===== config.mk =====
export PLATFORM = sky130hd
export DESIGN_NAME = uart_rx_buffered_flat
export DESIGN_NICKNAME = d
export VERILOG_FILES = /design/src/rtl/uart_rx_buffered_pkg.sv /design/src/rtl/uart_rx_buffered_if.sv /design/src/rtl/uart_rx_fifo.sv /design/src/rtl/uart_rx_buffered.sv /design/src/flat_wrapper.sv
export SDC_FILE = /design/constraint.sdc
export NUM_CORES = 1
export LEC_CHECK = 0
export ABC_AREA = 0
export CORE_MARGIN = 2
export CORE_UTILIZATION = 45
export DETAILED_ROUTE_END_ITERATION = 10
export PLACE_DENSITY = 0.62
export SLEW_MARGIN = 20
export SYNTH_ARGS = -nofsm -noshare
export SYNTH_HDL_FRONTEND = slang
export SYNTH_HIERARCHICAL = 1
export SYNTH_SLANG_ARGS = --single-unit

===== constraint.sdc =====
create_clock -name clk -period 3.43 [get_ports clk]
set_input_delay 0.686 -clock clk [delete_from_list [all_inputs] [get_ports clk]]
set_output_delay 0.686 -clock clk [all_outputs]
set_load 0.01 [all_outputs]

===== src/rtl/uart_rx_buffered_pkg.sv =====
// Shared UART receive definitions: memory-map addresses, RX FSM encodings
// and the line-status word layout read by the memory stage.
package uart_rx_buffered_pkg;

    localparam logic [31:0] UART_RX_ADDR   = 32'hFFFF_0008;
    localparam logic [31:0] UART_STAT_ADDR = 32'hFFFF_000C;

    typedef enum logic [1:0] {
        RX_IDLE  = 2'd0,
        RX_START = 2'd1,
        RX_DATA  = 2'd2,
        RX_STOP  = 2'd3
    } rx_state_t;

    // Status word as presented on a load from UART_STAT_ADDR.
    function automatic logic [31:0] status_word(input logic overrun,
                                                input logic frame_err,
                                                input logic rx_valid);
        return {28'b0, overrun, frame_err, rx_valid};
    endfunction

endpackage


===== src/rtl/uart_rx_buffered_if.sv =====
// Memory-stage side of the UART receiver: pop/clear strobes in, buffered
// byte and line status out.
interface uart_rx_buffered_if #(
    parameter int FIFO_DEPTH = 4
);
    logic                          rd_en;
    logic                          err_clr;
    logic [7:0]                    rd_data;
    logic                          rx_valid;
    logic [$clog2(FIFO_DEPTH):0]   rx_count;
    logic                          frame_err;
    logic                          overrun;

    modport master (
        output rd_en, err_clr,
        input  rd_data, rx_valid, rx_count, frame_err, overrun
    );

    modport slave (
        input  rd_en, err_clr,
        output rd_data, rx_valid, rx_count, frame_err, overrun
    );
endinterface


===== src/rtl/uart_rx_fifo.sv =====
// Circular byte buffer for received frames; owns the simultaneous push/pop
// rules so a pop can make room for a push arriving in the same cycle.
module uart_rx_fifo #(
    parameter int FIFO_DEPTH = 4
) (
    input  logic                        clk,
    input  logic                        reset,
    input  logic                        push,
    input  logic [7:0]                  push_data,
    input  logic                        pop,
    output logic [7:0]                  head,
    output logic [$clog2(FIFO_DEPTH):0] count,
    output logic                        full,
    output logic                        empty
);
    localparam int PTR_W = $clog2(FIFO_DEPTH);
    localparam int CNT_W = PTR_W + 1;

    logic [7:0]       mem [FIFO_DEPTH];
    logic [PTR_W-1:0] wr_ptr;
    logic [PTR_W-1:0] rd_ptr;
    logic [CNT_W-1:0] count_q;
    logic             do_push;
    logic             do_pop;

    assign empty   = (count_q == '0);
    assign full    = (count_q == CNT_W'(FIFO_DEPTH));
    assign do_pop  = pop && !empty;
    assign do_push = push && (!full || do_pop);
    assign count   = count_q;
    assign head    = empty ? 8'h00 : mem[rd_ptr];

    always_ff @(posedge clk or posedge reset) begin
        if (reset) begin
            wr_ptr  <= '0;
            rd_ptr  <= '0;
            count_q <= '0;
        end else begin
            if (do_push) wr_ptr <= wr_ptr + 1'b1;
            if (do_pop)  rd_ptr <= rd_ptr + 1'b1;
            case ({do_push, do_pop})
                2'b10:   count_q <= count_q + 1'b1;
                2'b01:   count_q <= count_q - 1'b1;
                default: count_q <= count_q;
            endcase
        end
    end

    // NOTE: storage has no reset; head is gated by empty, so stale entries
    // are never visible and the array can map onto plain RAM/LUT storage.
    always_ff @(posedge clk) begin
        if (do_push) mem[wr_ptr] <= push_data;
    end

endmodule


===== src/rtl/uart_rx_buffered.sv =====
// 8N1 UART receiver: pin synchroniser, centred bit timer, frame FSM, sticky
// line-error flags and a small receive FIFO drained by the memory stage.
module uart_rx_buffered
    import uart_rx_buffered_pkg::*;
#(
    parameter int CLK_FREQ   = 100000000,
    parameter int BAUD_RATE  = 115200,
    parameter int FIFO_DEPTH = 4
) (
    input  logic                clk,
    input  logic                reset,
    input  logic                uart_rx,
    uart_rx_buffered_if.slave   bus
);
    localparam int CLKS_PER_BIT = CLK_FREQ / BAUD_RATE;
    localparam int TMR_W        = $clog2(CLKS_PER_BIT);
    localparam logic [TMR_W-1:0] HALF_LAST = TMR_W'(CLKS_PER_BIT / 2 - 1);
    localparam logic [TMR_W-1:0] BIT_LAST  = TMR_W'(CLKS_PER_BIT - 1);

    logic                        rx_meta;
    logic                        rxs;
    rx_state_t                   state;
    logic [TMR_W-1:0]            bit_cnt;
    logic [2:0]                  bit_idx;
    logic [7:0]                  shift;
    logic                        frame_err_q;
    logic                        overrun_q;
    logic                        stop_sample;
    logic                        set_frame_err;
    logic                        set_overrun;
    logic                        fifo_full;
    logic                        fifo_empty;
    logic [$clog2(FIFO_DEPTH):0] fifo_count;

    // NOTE: non-blocking assignments let both flops sample the previous
    // value of their source on the same edge, forming a true 2-stage chain.
    always_ff @(posedge clk or posedge reset) begin
        if (reset) begin
            rx_meta <= 1'b1;
            rxs     <= 1'b1;
        end else begin
            rx_meta <= uart_rx;
            rxs     <= rx_meta;
        end
    end

    always_ff @(posedge clk or posedge reset) begin
        if (reset) begin
            state   <= RX_IDLE;
            bit_cnt <= '0;
            bit_idx <= '0;
            shift   <= '0;
        end else begin
            case (state)
                RX_IDLE: begin
                    bit_cnt <= '0;
                    if (!rxs) state <= RX_START;
                end
                RX_START: begin
                    if (bit_cnt == HALF_LAST) begin
                        bit_cnt <= '0;
                        bit_idx <= '0;
                        state   <= rxs ? RX_IDLE : RX_DATA;
                    end else begin
                        bit_cnt <= bit_cnt + 1'b1;
                    end
                end
                RX_DATA: begin
                    if (bit_cnt == BIT_LAST) begin
                        bit_cnt        <= '0;
                        shift[bit_idx] <= rxs;
                        bit_idx        <= bit_idx + 1'b1;
                        if (bit_idx == 3'd7) state <= RX_STOP;
                    end else begin
                        bit_cnt <= bit_cnt + 1'b1;
                    end
                end
                RX_STOP: begin
                    // Leave mid stop bit so a back-to-back start edge is seen.
                    if (bit_cnt == BIT_LAST) begin
                        bit_cnt <= '0;
                        state   <= RX_IDLE;
                    end else begin
                        bit_cnt <= bit_cnt + 1'b1;
                    end
                end
                default: state <= RX_IDLE;
            endcase
        end
    end

    assign stop_sample   = (state == RX_STOP) && (bit_cnt == BIT_LAST);
    assign set_frame_err = stop_sample && !rxs;
    // A pop landing on the stop sample frees a slot, so a full FIFO only
    // overruns when the memory stage is not reading in that same cycle.
    assign set_overrun   = stop_sample && rxs && fifo_full && !bus.rd_en;

    always_ff @(posedge clk or posedge reset) begin
        if (reset) begin
            frame_err_q <= 1'b0;
            overrun_q   <= 1'b0;
        end else begin
            if (set_frame_err)    frame_err_q <= 1'b1;
            else if (bus.err_clr) frame_err_q <= 1'b0;
            if (set_overrun)      overrun_q   <= 1'b1;
            else if (bus.err_clr) overrun_q   <= 1'b0;
        end
    end

    uart_rx_fifo #(
        .FIFO_DEPTH (FIFO_DEPTH)
    ) u_fifo (
        .clk       (clk),
        .reset     (reset),
        .push      (stop_sample && rxs),
        .push_data (shift),
        .pop       (bus.rd_en),
        .head      (bus.rd_data),
        .count     (fifo_count),
        .full      (fifo_full),
        .empty     (fifo_empty)
    );

    assign bus.rx_valid  = !fifo_empty;
    assign bus.rx_count  = fifo_count;
    assign bus.frame_err = frame_err_q;
    assign bus.overrun   = overrun_q;

endmodule

===== src/flat_wrapper.sv =====
// flat-port wrapper written by rule: the top's interface ports become plain ports
module uart_rx_buffered_flat import uart_rx_buffered_pkg::*;
#(
    parameter int CLK_FREQ   = 100000000,
    parameter int BAUD_RATE  = 115200,
    parameter int FIFO_DEPTH = 4
)
  (clk, reset, uart_rx, bus_rd_en, bus_err_clr, bus_rd_data, bus_rx_valid, bus_rx_count, bus_frame_err, bus_overrun);
  uart_rx_buffered_if #(.FIFO_DEPTH(FIFO_DEPTH)) bus_i ();
  input  logic clk;
  input  logic reset;
  input  logic uart_rx;
  input wire logic [$bits(bus_i.rd_en)-1:0] bus_rd_en;
  input wire logic [$bits(bus_i.err_clr)-1:0] bus_err_clr;
  output wire logic [$bits(bus_i.rd_data)-1:0] bus_rd_data;
  output wire logic [$bits(bus_i.rx_valid)-1:0] bus_rx_valid;
  output wire logic [$bits(bus_i.rx_count)-1:0] bus_rx_count;
  output wire logic [$bits(bus_i.frame_err)-1:0] bus_frame_err;
  output wire logic [$bits(bus_i.overrun)-1:0] bus_overrun;
  assign bus_i.rd_en = bus_rd_en;
  assign bus_i.err_clr = bus_err_clr;
  assign bus_rd_data = bus_i.rd_data;
  assign bus_rx_valid = bus_i.rx_valid;
  assign bus_rx_count = bus_i.rx_count;
  assign bus_frame_err = bus_i.frame_err;
  assign bus_overrun = bus_i.overrun;
  uart_rx_buffered #(.CLK_FREQ(CLK_FREQ), .BAUD_RATE(BAUD_RATE), .FIFO_DEPTH(FIFO_DEPTH)) u_core (.clk(clk), .reset(reset), .uart_rx(uart_rx), .bus(bus_i));
endmodule

==> results of run 1 <==
-- worst max-delay path: stages (launching register included) --
cell and delay, ns:
dfrtp_1 0.72, mux4_2 0.57, and2_1 0.16, clkdlybuf4s50_1 0.46
-- through the flow --
step | worst slack, ns | hold WS, ns | std cells
4_1_cts | 0.437 | 0.359 | 331
3_5_place_dp | 0.800 | 0.348 | 315
3_3_place_gp | 0.828 | 0.346 | 315
6_report | 0.494 | 0.358 | 331
2_1_floorplan | 1.09 | 0.345 | 224
5_1_grt | 0.357 | 0.367 | 331
-- worst max path at each step --
stage / depth (start not counted) / endpoint / slack (ns)
2_1_floorplan: 13 / u_core/u_fifo/count[2] / 1.09
3_3_place_gp: 9 / u_core/u_fifo/count[2] / 0.83
3_5_place_dp: 9 / u_core/u_fifo/count[2] / 0.80
4_1_cts: 3 / bus_rd_data[4] / 0.44
5_1_grt: 3 / bus_rd_data[7] / 0.36
6_report: 3 / bus_rd_data[4] / 0.49
-- synthesized netlist by cell type (4+ instances only) --
cell and n:
mux4_2 8, nor3_1 7, xnor2_1 10, nor2_1 20, edfxtp_1 32, ha_1 9, and2_1 10, xor2_1 4
mux2_2 5, nand2_1 8, nand3_1 6, and2_2 4, dfrtp_1 32, inv_1 19, clkbuf_1 4
-- where the power goes --
part | total (W) | switching [W] | internal (W)
Clock | 0.000797 | 0.000308 | 0.000489
Sequential | 0.000934 | 0.0000769 | 0.000858
Combinational | 0.000222 | 0.0000912 | 0.000131
Total | 0.00195 | 0.000476 | 0.00148
-- cells by family after synthesis --
family / Yosys count
compound gates: 16
xor+xnor: 14
fa+ha+maj: 10
buf+inv: 28
flops: 66
mux: 18
simple gates: 72
-- layout make-up --
class,instances,area [um2]
clock buffers,9,124
clock inverters,7,124
fillers,553,3120
inverters,19,71.3
multi-input cells,130,1130
flip-flops and latches,66,1810
well taps,80,100
repair buffers,20,195
-- registers in the layout, indices dropped and copies added, names as in the netlist, 2 cells and up, named ones only --
name,count
u_core/bit_cnt,10
u_core/shift,8
u_core/u_fifo/mem,32
u_core/bit_idx,3
u_core/u_fifo/rd_ptr,2
u_core/u_fifo/wr_ptr,2
u_core/u_fifo/count,3
-- per-layer routing --
metal / track usage (%) / share of wire (%) / vias up / wire (um)
li1: - / - / 838 / -
met1: 19.2 / 47 / 833 / 2270
met2: 24.3 / 50 / 18 / 2420
met3: 3.71 / 2.7 / 5 / 130
met4: 6.39 / 0.95 / 0 / 46
met5: 0 / 0 / - / 0
==> flow_summary.ini, run 1 <==
[timing]
skew_ns = 0.00659
worst_slew_pin_slew_ns = 0.588
period_needed_ns = 2.94
setup_viol = 0
hold_viol_final = 0
slew_headroom_pct = 60.8
rsz0062_at_grt = no
drv_slew = 0
fmax_ghz = 0.341
fin_crit_sh_pct = 85.6
fin_setup_tns_ns = 0

[detailed_routing]
wl_per_cell_um = 14.7
ant_nets = 0
drt-total-wl_um = 4860
dr.pass1.iters = 5
num_vias = 1694
drt_iter0_markers = 109
drc_errors = 0
avgViaCountPerCell = 5.12

[layout]
syn_to_final_growth_pct = 16.2
final_cell_mix = 32 x dfrtp_1, 32 x edfxtp_1, 20 x nor2_1
drive_above_1_share_pct = 19.5
final_util_pct = 53.3
final_area_um2 = 3560
antenna_cells = 0
nets = 261

[clock_tree]
post_cts_buffers = 0
h-tree-depth = 3
ctsHoldBuffers = 0
cts_max_path_buffers = 2
clkSinkCount = 66
insertion_delay_ns = 0.33
numCtsBuffers = 9
cts_tree = yes
cts_root_buf = clkbuf_8
post_cts_resized = 0
clk_pin_slew_ns = 0.08

[hold_path]
whs_path_depth = 0
min_to = u_core/rxs
hold_path.class = flip-flop to flip-flop
hp-start = u_core/rx_meta

[global_route]
grt.overflow.total = 0
grt_max_degree = 27
grt_pass1_vias = 1729
antenna_found_initial = 0
grt_usage_pct = 14.9
grt_pass1_wl_um = 8470

[synthesis]
synthAdderAreaFrac_pct = 4.33
synth.ff_latch_count = 66
syn_nets = 239
synth.top_cell.area_share_pct = 31.4
synth-main-ff-cell = edfxtp_1
yosys-top-cells-area = edfxtp_1 31%, dfrtp_1 26%, mux4_2 5.9%, ha_1 3.7%, xnor2_1 2.9%
yosysWarnings = 6
synthXorXnorAreaFrac_pct = 4.00
yosys.area.top_type = edfxtp_1
syn_area_per_cell_um2 = 13.7
async_reset_ff_share_pct = 51.5
yosys.cell_types.count = 47
synth_compound_area_share_pct = 4.49
synth_seq_area_share_pct = 59.2
syn_area_um2 = 3060
netlist_instances = 224
synth_top_family_by_area = simple AND/OR/NAND/NOR gates
yosys.area_share.simple_pct = 14.4
synth_edf_count = 32
synth_mux_area_share_pct = 9.64

[placed_design]
gp_congestion = 0.794
port_buffers = 18
dpl_cell_area_um2 = 3310
dpl.hpwl_um = 3440

[worst_setup_path]
rrSetupSlack_ns = 0.86
crit_fanout = 10
required_ns = 2.74
ff2ff_path_depth = 13
reg2reg_from = u_core/bit_cnt[0]
crit_start = u_core/u_fifo/rd_ptr[0]
worst_r2r_endpoint = u_core/u_fifo/count[2]
crit_type = flip-flop to output pin
cp-end-kind = output pin
startpoint_type = flip-flop
arrival_ns = 2.25

[status]
status = complete, no violations

[power_and_ir_drop]
p_total_w = 0.00195
p_leak_nw = 1.49
powerDensity_nw_per_um2 = 549
irDropWorstVdd_mv = 0.190

[floorplan]
die_h_um = 86.5
dieWidth_um = 86.5
fp.coreArea_um2 = 6680
start_util_pct = 45.8
die_area_um2 = 7480
row_count = 30
pin_count = 19

[job]
cap_violations = 0
Note: power is estimated with default switching activity, not from simulation.
==> inputs of run 2 (changes only) <==
Settings changed: RECOVER_POWER set to 25.
==> flow_summary.ini, run 2 (synthesis results as in run 1) <==
[status]
status = complete, no violations

[detailed_routing]
wl_per_cell_um = 14.7
drc_errors = 0
avgViaCountPerCell = 5.12
ant_nets = 0
dr.pass1.iters = 5
drt_iter0_markers = 109
drt-total-wl_um = 4860
num_vias = 1695

[floorplan]
die_h_um = 86.5
dieWidth_um = 86.5
row_count = 30
die_area_um2 = 7480
fp.coreArea_um2 = 6680
start_util_pct = 45.8
pin_count = 19

[layout]
nets = 261
syn_to_final_growth_pct = 16.2
largest_register = u_core/u_fifo/mem
reg.largest.list = u_core/u_fifo/mem x32, u_core/bit_cnt x10, u_core/shift x8
largest_reg_flops = 32
drive_above_1_share_pct = 19.5
antenna_cells = 0
finalNonFillerCells = 331
final_cell_mix = 32 x dfrtp_1, 32 x edfxtp_1, 20 x nor2_1

[timing]
fmax_ghz = 0.341
worst_slew_pin_slew_ns = 0.588
slew_headroom_pct = 60.8
skew_ns = 0.00659
rsz0062_at_grt = no
fin_setup_tns_ns = 0
period_needed_ns = 2.94
drv_slew = 0
hold_viol_final = 0
fin_crit_sh_pct = 85.6
setup_viol = 0

[worst_setup_path]
ff2ff_path_depth = 13
worst_r2r_endpoint = u_core/u_fifo/count[2]
reg2reg_from = u_core/bit_cnt[0]
crit_fanout = 10
cp-end-kind = output pin
required_ns = 2.74
endpoint = bus_rd_data[4]
startpoint_type = flip-flop
crit_start = u_core/u_fifo/rd_ptr[0]
crit_type = flip-flop to output pin
rrSetupSlack_ns = 0.86
arrival_ns = 2.25

[job]
cap_violations = 0

[placed_design]
gp_congestion = 0.794
dpl.hpwl_um = 3440
port_buffers = 18
place_inst = 315

[clock_tree]
cts_max_path_buffers = 2
clk_pin_slew_ns = 0.08
ctsHoldBuffers = 0
post_cts_buffers = 0
h-tree-depth = 3
clkSinkCount = 66
numCtsBuffers = 9
post_cts_resized = 0
cts_tree = yes
cts_root_buf = clkbuf_8
insertion_delay_ns = 0.33

[power_and_ir_drop]
irDropWorstVdd_mv = 0.190
p_total_w = 0.00195
power_switching_share_pct = 24.4
pwr-share-seq_pct = 47.8
intPower_w = 0.00148
p_leak_nw = 1.49
share_comb_of_total_power_pct = 11.3
power_switching_w = 0.000476
powerDensity_nw_per_um2 = 549
pwr-share-clk_pct = 40.8

[hold_path]
hold_path.class = flip-flop to flip-flop

[global_route]
grt_max_degree = 27
grt_pass1_wl_um = 8470
grt_usage_pct = 14.9
grt_pass1_vias = 1729
grt.overflow.total = 0
antenna_found_initial = 0
==> run 2: metrics by stage <==
step	utilization (%)	setup slack [ns]	instance area, um2	hold slack [ns]
3_3_place_gp	49.6	0.828	3310	0.346
6_report	53.3	0.494	3560	0.358
5_1_grt	53.3	0.357	3560	0.367
4_1_cts	53.3	0.437	3560	0.359
2_1_floorplan	-	1.09	3060	0.345
3_5_place_dp	49.6	0.800	3310	0.348
==> run 2: area by class of cell <==
class | instances | area (um2)
Tap cell | 80 | 100
Multi-Input combinational cell | 130 | 1130
Fill cell | 553 | 3120
Clock inverter | 7 | 124
Sequential cell | 66 | 1810
Clock buffer | 9 | 124
Inverter | 19 | 71.3
Timing Repair Buffer | 20 | 195
==> run 2: power by group through the flow <==
stage          sequential, W  clock [W]  combinational [W]
2_1_floorplan       0.000902          0           0.000189
3_3_place_gp        0.000953          0           0.000217
3_5_place_dp        0.000955          0           0.000226
4_1_cts             0.000939   0.000820           0.000226
5_1_grt             0.000950   0.000857           0.000244
6_report            0.000934   0.000797           0.000222
==> run 2: worst max-delay path, stage by stage, from the launching register on <==
cell and delay [ns]:
dfrtp_1 0.72, mux4_2 0.57, and2_1 0.16, clkdlybuf4s50_1 0.46
==> run 2: worst min path at each step <==
stage                      end            from  cells after the start
floorplan           u_core/rxs  u_core/rx_meta                      0
global placement    u_core/rxs  u_core/rx_meta                      0
detailed placement  u_core/rxs  u_core/rx_meta                      0
CTS                 u_core/rxs  u_core/rx_meta                      0
global route        u_core/rxs  u_core/rx_meta                      0
finish              u_core/rxs  u_core/rx_meta                      0
==> run 2: per-layer routing <==
metal  vias to the layer above  global-route usage, %  part of all wire, %
li1                        838                      -                    -
met1                       834                   19.2                   47
met2                        18                   24.3                   50
met3                         5                   3.71                  2.7
met4                         0                   6.39                 0.95
met5                         -                      0                    0
==> inputs of run 3 (changes only) <==
Clock period 3.43 ns to 3 ns, I/O delays scaled along.
==> flow_summary.ini, run 3 (synthesis results as in run 1) <==
[status]
status = complete, no violations

[worst_setup_path]
cp-end-kind = output pin
path_buf_inv = 2
ff2ff_path_depth = 12
required_ns = 2.40
crit_slowest_cell = mux4_2
crit_start = u_core/u_fifo/rd_ptr[0]
max_stage_delay_ns = 0.50
crit_fanout = 7
rrSetupSlack_ns = 0.66
path_cells = buf_12 > mux4_2 > and2_1 > clkdlybuf4s50_1
endpoint = bus_rd_data[3]
critPathTopFamily = buffers and inverters
crit_type = flip-flop to output pin
worst_r2r_endpoint = u_core/u_fifo/count[2]
crit_cells = 4
reg2reg_from = u_core/bit_cnt[0]
arrival_ns = 2.11
startpoint_type = flip-flop

[placed_design]
gp_congestion = 0.755
dpl.hpwl_um = 3420
port_buffers = 18

[clock_tree]
ctsHoldBuffers = 0
cts_root_buf = clkbuf_8
post_cts_buffers = 0
insertion_delay_ns = 0.34
cts_tree = yes
cts_max_path_buffers = 2
h-tree-depth = 3
post_cts_resized = 0
clkSinkCount = 66
numCtsBuffers = 9
clk_pin_slew_ns = 0.07

[layout]
final_util_pct = 53.2
drive_above_1_share_pct = 19.8
nets = 263
antenna_cells = 0
largest_register = u_core/u_fifo/mem
nFillCells = 552
syn_to_final_growth_pct = 16.1
largest_reg_flops = 32
final_cell_mix = 32 x dfrtp_1, 32 x edfxtp_1, 20 x nor2_1
multiInputGateArea_um2 = 1130
reg.largest.list = u_core/u_fifo/mem x32, u_core/bit_cnt x10, u_core/shift x8
ff_latch_area_um2 = 1810

[hold_path]
whs_path_depth = 0
hold_path.class = flip-flop to flip-flop
hp-start = u_core/rx_meta

[timing]
hold_viol_final = 0
rsz0062_at_grt = no
period_needed_ns = 2.71
fmax_ghz = 0.369
drv_slew = 0
fin_setup_tns_ns = 0
skew_ns = 0.00790
whs_ns = 0.356
slew_headroom_pct = 69.9
setup_viol = 0
worst_slew_pin_slew_ns = 0.452
fin_crit_sh_pct = 90.3

[global_route]
grt_usage_pct = 15.3
grt.overflow.total = 0
grt_pass1_wl_um = 8510
grt_max_degree = 28
antenna_found_initial = 0
grt_pass1_vias = 1720

[detailed_routing]
drc_errors = 0
drt_iter0_markers = 78
num_vias = 1725
dr.pass1.iters = 4
avgViaCountPerCell = 5.18
ant_nets = 0
drt-total-wl_um = 5030
wl_per_cell_um = 15.1

[power_and_ir_drop]
powerDensity_nw_per_um2 = 609
p_leak_nw = 1.49
p_total_w = 0.00217
irDropWorstVdd_mv = 0.327

[floorplan]
die_area_um2 = 7480
fp.coreArea_um2 = 6680
pin_count = 19
dieWidth_um = 86.5
start_util_pct = 45.8
die_h_um = 86.5
row_count = 30

[job]
cap_violations = 0
[run 3: cell count changes in the layout (fill, tap and decap cells not counted), sizes merged]
cell and delta:
buf +2, bufinv -1, clkinv +2, inv -2
clkinvlp +1
[run 3: worst register-to-register path: stages, from the launching register on]
cell     delay [ns]
dfrtp_1        0.42
ha_1           0.26
and3_1         0.18
nand3_2        0.09
nor2_1         0.07
o21a_4         0.14
inv_1          0.06
ha_1           0.18
inv_1          0.06
fa_1           0.37
xor2_1         0.15
nor2_1         0.11
xor2_1         0.16
[run 3: worst min-delay path by stage]
| stage | endpoint | slack, ns |
|---|---|---|
| 3_5_place_dp | u_core/rxs | 0.35 |
| 2_1_floorplan | u_core/rxs | 0.35 |
| 3_3_place_gp | u_core/rxs | 0.35 |
| 6_report | u_core/rxs | 0.36 |
| 4_1_cts | u_core/rxs | 0.36 |
| 5_1_grt | u_core/rxs | 0.36 |
[run 3: area by class of cell]
| cell class | count | share of cell area, % |
|---|---|---|
| clock buffers | 9 | 3.48 |
| clock inverters | 7 | 2.64 |
| inverters | 19 | 2.01 |
| repair buffers | 22 | 6.26 |
| flip-flops and latches | 66 | 51.0 |
| multi-input cells | 130 | 31.8 |
| well taps | 80 | 2.81 |
[run 3: metal layers]
metal	vias up	GRT usage, %	wire length [um]
met5	-	0	0
met4	0	7.67	68
met3	7	3.71	97
met2	19	24.1	2460
met1	855	19.7	2410
li1	844	-	-
[run 3: metrics by stage]
stage | setup slack, ns | cells | cell area [um2]
after floorplan | 0.659 | 224 | 3060
after global placement | 0.546 | 317 | 3340
after detailed placement | 0.476 | 317 | 3340
after CTS | 0.265 | 333 | 3560
after global routing | 0.199 | 333 | 3560
final | 0.290 | 333 | 3560
[run 3: power breakdown]
group | total [W] | switching (W) | leakage (nW) | internal (W)
registers | 0.00105 | 0.0000680 | 0.809 | 0.000981
clock network | 0.000809 | 0.000343 | 0.105 | 0.000466
logic | 0.000309 | 0.000134 | 0.575 | 0.000175
